===== config.mk =====
export PLATFORM = sky130hd
export DESIGN_NAME = vga_pixel_arbiter
export DESIGN_NICKNAME = d
export VERILOG_FILES = /design/src/rtl/vga_pixel_arbiter.sv
export SDC_FILE = /design/constraint.sdc
export NUM_CORES = 1
export LEC_CHECK = 0
export ABC_AREA = 0
export CORE_AREA = 3 3 80 157
export DETAILED_ROUTE_END_ITERATION = 16
export DIE_AREA = 0 0 83 160
export PLACE_DENSITY = 0.74
export SLEW_MARGIN = 20
export SYNTH_ARGS = -nofsm -noshare
export SYNTH_HDL_FRONTEND = slang
export SYNTH_SLANG_ARGS = --single-unit

===== constraint.sdc =====
create_clock -name clock -period 11.1 [get_ports clock]
set_input_delay 1.665 -clock clock [delete_from_list [all_inputs] [get_ports clock]]
set_output_delay 1.665 -clock clock [all_outputs]
set_load 0.01 [all_outputs]

===== src/rtl/vga_pixel_arbiter.sv =====
// vga_pixel_arbiter: grants one of NUM_SRC pixel sources the VGA write port (fixed or round-robin), bounds bursts, registers the pixel.
// Define VGA_ARB_FORCE_SEL_EN to add force_en/force_sel, a bypass that restores the legacy static select mux.
module vga_pixel_arbiter #(
    parameter int NUM_SRC   = 5,
    parameter int X_W       = 8,
    parameter int Y_W       = 7,
    parameter int C_W       = 1,
    parameter int MAX_BURST = 64
) (
    input  logic                                          clock,
    input  logic                                          reset,
    input  logic                                          prio_mode,
`ifdef VGA_ARB_FORCE_SEL_EN
    input  logic                                          force_en,
    input  logic [(NUM_SRC > 1 ? $clog2(NUM_SRC) : 1)-1:0] force_sel,
`endif
    input  logic [NUM_SRC-1:0]                            src_req,
    input  logic [NUM_SRC-1:0]                            src_valid,
    input  logic [NUM_SRC*X_W-1:0]                        src_x,
    input  logic [NUM_SRC*Y_W-1:0]                        src_y,
    input  logic [NUM_SRC*C_W-1:0]                        src_colour,
    output logic [NUM_SRC-1:0]                            src_gnt,
    output logic [NUM_SRC-1:0]                            src_ack,
    output logic [X_W-1:0]                                vga_x,
    output logic [Y_W-1:0]                                vga_y,
    output logic [C_W-1:0]                                vga_colour,
    output logic                                          vga_plot,
    output logic                                          busy
);
    localparam int IW = NUM_SRC > 1 ? $clog2(NUM_SRC) : 1;
    localparam int BW = MAX_BURST > 0 ? $clog2(MAX_BURST + 1) : 1;
    localparam logic [BW-1:0] LAST = BW'(MAX_BURST > 0 ? MAX_BURST - 1 : 0);

    typedef enum logic {IDLE, OWN} state_t;
    state_t state, state_nx;
    logic [IW-1:0] owner, rr_ptr, winner, sel, fsel;
    logic [BW-1:0] burst_cnt;
    logic force_on, sel_ok, own_ack, rel, found;
    int idx;

`ifdef VGA_ARB_FORCE_SEL_EN
    assign force_on = force_en;
    assign fsel = force_sel;
`else
    assign force_on = 1'b0;
    assign fsel = '0;
`endif
    assign busy = state == OWN;
    assign sel = force_on ? fsel : owner;
    assign sel_ok = int'(sel) < NUM_SRC;

    // Round-robin search starts just after the last owner and wraps.
    always_comb begin
        winner = '0;
        found = 1'b0;
        idx = 0;
        for (int i = 0; i < NUM_SRC; i++) begin
            idx = prio_mode ? (int'(rr_ptr) + 1 + i) % NUM_SRC : i;
            if (!found && src_req[idx]) begin
                winner = idx[IW-1:0];
                found = 1'b1;
            end
        end
    end

    always_comb begin
        state_nx = state;
        src_ack = '0;
        own_ack = 1'b0;
        rel = 1'b0;
        if (force_on) begin
            state_nx = IDLE;
            if (sel_ok) src_ack[sel] = src_valid[sel];
        end else if (state == IDLE) begin
            state_nx = |src_req ? OWN : IDLE;
        end else begin
            own_ack = src_req[owner] & src_valid[owner];
            src_ack[owner] = own_ack;
            rel = !src_req[owner] ||
                  (MAX_BURST != 0 && own_ack && burst_cnt == LAST && |(src_req & ~src_gnt));
            state_nx = rel ? IDLE : OWN;
        end
    end

    always_ff @(posedge clock or posedge reset) begin
        if (reset) begin
            state      <= IDLE;
            owner      <= '0;
            rr_ptr     <= IW'(NUM_SRC - 1);
            burst_cnt  <= '0;
            src_gnt    <= '0;
            vga_x      <= '0;
            vga_y      <= '0;
            vga_colour <= '0;
            vga_plot   <= 1'b0;
        end else begin
            state    <= state_nx;
            vga_plot <= |src_ack;
            if (force_on ? sel_ok : own_ack) begin
                vga_x      <= src_x[int'(sel)*X_W +: X_W];
                vga_y      <= src_y[int'(sel)*Y_W +: Y_W];
                vga_colour <= src_colour[int'(sel)*C_W +: C_W];
            end
            if (force_on) begin
                src_gnt   <= '0;
                burst_cnt <= '0;
            end else if (state == IDLE) begin
                if (|src_req) begin
                    owner   <= winner;
                    src_gnt <= NUM_SRC'(1) << winner;
                end
            end else if (rel) begin
                src_gnt   <= '0;
                burst_cnt <= '0;
                rr_ptr    <= owner;
            end else if (own_ack && (MAX_BURST == 0 || burst_cnt != LAST)) begin
                burst_cnt <= burst_cnt + 1'b1;
            end
        end
    end
endmodule


==> impl_metrics.tcl <==
set metrics [dict create \
    critPathLaunch "rr_ptr[1]" \
    vias 5659 \
    hold_violations 0 \
    min_from "vga_x[1]" \
    cts_tree "yes" \
    synth_fp_nets 811 \
    die_width_microns 83 \
    antenna_found_initial 0 \
    cts_setup_buffers 0 \
    synth_cell_types 101 \
    fin_util_pct 58.3 \
    synth_ff_type "dfrtp_1" \
    async_reset_ff_share_pct 100 \
    clkTransAtPathRegs_ns 0.05 \
    period_share_pct 72.4 \
    tightest_slew_ns 0.904 \
    overflow 0 \
    timing.fmax_ghz 0.124 \
    die_h_microns 160 \
    cp.required_ns 11.27 \
    viasPerCell 6.25 \
    start_util_pct 46.4 \
    fin_nets 898 \
    cp_max_fo 18 \
    worstSetupPathType "reg -> reg" \
    totalWireLength_microns 17700 \
    syn_area_per_cell_sq_um 7.84 \
    core-area_sq_mm 0.0114 \
    grt_pass1_vias 5806 \
    ant_nets 0 \
    min_path_type "reg -> reg" \
    grt_use_total_pct 25.8 \
    powerDensity_mw_per_mm2 239 \
    worstReg2RegStart "rr_ptr[1]" \
    setup_viol 0 \
    finalMaxSlewViolations 0 \
    synth_area_sq_mm 0.00530 \
    maxCapViolations 0 \
    clk_latency_ns 0.28 \
    grt_pass1_wl_microns 28100 \
    skew_ns 0.00446 \
    cp-end-kind "flip-flop" \
    wire_per_inst_microns 19.6 \
    clk_path_buf_depth 2 \
    ys_seq_area_share_pct 17.0 \
    finalSetupTns_ns 0 \
    htreeDepth 2 \
    slew-limit-headroom_pct 39.5 \
    rrSetupSlack_ns 3.06 \
    synth_seq_cells 36 \
    cts.sinks 36 \
    final_cell_mix "clkdlybuf4s50_1 (120), nand2_1 (68), o21ai_0 (61), nor2_1 (45), ha_1 (43)" \
    io-pin-count 121 \
    synthCells 675 \
    io_buffers 120 \
    dieArea_sq_mm 0.0133 \
    worst_setup_path_start_kind "flip-flop" \
    ys_warn_count 0 \
    drt_drc_violations_left 0 \
    rows 55 \
    rsz0062_at_grt "no" \
    dr.pass1.iters 5 \
    ir_drop_mv 0.123 \
    p_leak_nw 2.74 \
    grt_start_max_net_pins 43 \
    dp_hpwl_microns 14100 \
    synth_edf_count 0 \
    post-route-min-period_ns 8.04 \
    area_delta_synth_final_pct 25.7 \
    final_common_cell "clkdlybuf4s50_1" \
    cts_buffers 5 \
    status "complete, no violations" \
    drt_iter0_drc 280 \
    n_antenna_cell 0 \
    globalplace.congestion 0.939 \
    root_buffer "clkbuf_16" \
    layout-drive-gt1-share_pct 8.13 \
    cts_resized 0 \
    crit_arrival_ns 8.20 \
    cts_hold_buf 0 \
]
[routing by layer]
metal | vias to the layer above | global-route usage, % | share of wire (%)
met3 | 58 | 5.01 | 6.5
met2 | 261 | 48.9 | 53
met1 | 2661 | 24.1 | 34
met4 | 0 | 17.4 | 6.1
li1 | 2679 | - | -
met5 | - | 0 | 0
[state kept, by name, summed over array words and instances (netlist names)]
name and count:
rr_ptr 3, vga_y 7, vga_x 8, owner 3
vga_colour 1, busy 1, src_gnt 5, vga_plot 1
burst_cnt 7
[per-stage QoR]
| step | cell area (sq um) | worst slack, ns | total power, W | hold slack [ns] | cells |
|---|---|---|---|---|---|
| floorplan | 5300 | 3.61 | 0.00111 | 0.492 | 675 |
| global route | 6660 | 2.47 | 0.00172 | 0.506 | 905 |
| finish | 6660 | 3.06 | 0.00159 | 0.483 | 905 |
| detailed placement | 6500 | 3.18 | 0.00143 | 0.473 | 897 |
| CTS | 6650 | 3.17 | 0.00159 | 0.488 | 905 |
| global placement | 6500 | 3.60 | 0.00140 | 0.463 | 897 |
[final timing paths]
| kind | to | cells past startpoint |
|---|---|---|
| max in group asynchronous | rr_ptr[2] | 3 |
| max | src_gnt[2] | 26 |
| min in group asynchronous | vga_y[2] | 3 |
| min | vga_x[1] | 2 |
| min reg2reg | vga_x[1] | 2 |
| max reg2reg | src_gnt[2] | 26 |
[synthesized netlist by cell type, drive strengths merged, types with 6 or more instances]
master	n	area [sq um]
a2111oi	6	77.6
a211oi	7	57.6
a21o	6	45.0
a21oi	21	105
a22oi	22	165
a31oi	11	83.8
and2	9	58.8
and3	12	75.1
buf	14	93.8
clkbuf	32	120
dfrtp	35	876
ha	43	538
inv	35	136
mux2	12	135
mux2i	24	240
nand2	68	255
nand2b	6	37.5
nand3	15	92.6
nor2	45	169
nor2b	18	115
nor3	16	85.1
o211ai	8	60.1
o21ai	63	315
o22a	9	78.8
o22ai	8	50.1
or2	8	52.6
xnor2	16	140
[kinds of logic after synthesis]
group | count (synthesis) | share of synthesized area (%)
AO/OA/AOI/OAI | 217 | 29.9
adder cells (fa/ha/maj) | 44 | 10.3
multiplexers | 39 | 8.36
buffers and inverters | 82 | 6.69
AND/OR/NAND/NOR | 237 | 24.0
XOR/XNOR | 20 | 3.66
flip-flops | 36 | 17.0
[layout make-up]
type	instances	area [sq um]
Tap cell	142	178
Multi-Input combinational cell	557	4040
Clock buffer	8	146
Fill cell	1091	4770
Inverter	36	140
Sequential cell	36	902
Timing Repair Buffer	126	1250
[critical path: stages, from the launching register on]
cell and delay (ns):
dfrtp_1 0.70, inv_1 0.22, ha_1 0.75, inv_1 0.31
ha_1 0.36, nor3_2 0.38, a211oi_1 0.19, inv_1 0.14
ha_1 0.36, nor2b_1 0.14, a221oi_2 0.29, nand3_2 0.19
ha_1 0.29, nor2_1 0.22, a211oi_1 0.14, or3_1 0.36
and2_1 0.25, ha_1 0.22, nand2b_1 0.14, a222oi_1 0.52
or4b_1 0.50, a31oi_1 0.15, o22ai_1 0.16, and2_1 0.21
o211a_1 0.24, or2_1 0.25, a32o_1 0.26
[power by group]
group	switching (W)	leakage, nW	total (W)	internal, W
clock	0.0000519	0.0712	0.000141	0.0000895
sequential	0.0000394	0.467	0.000218	0.000179
combinational	0.000702	2.21	0.00123	0.000532
(Power assumes the default switching activity.)
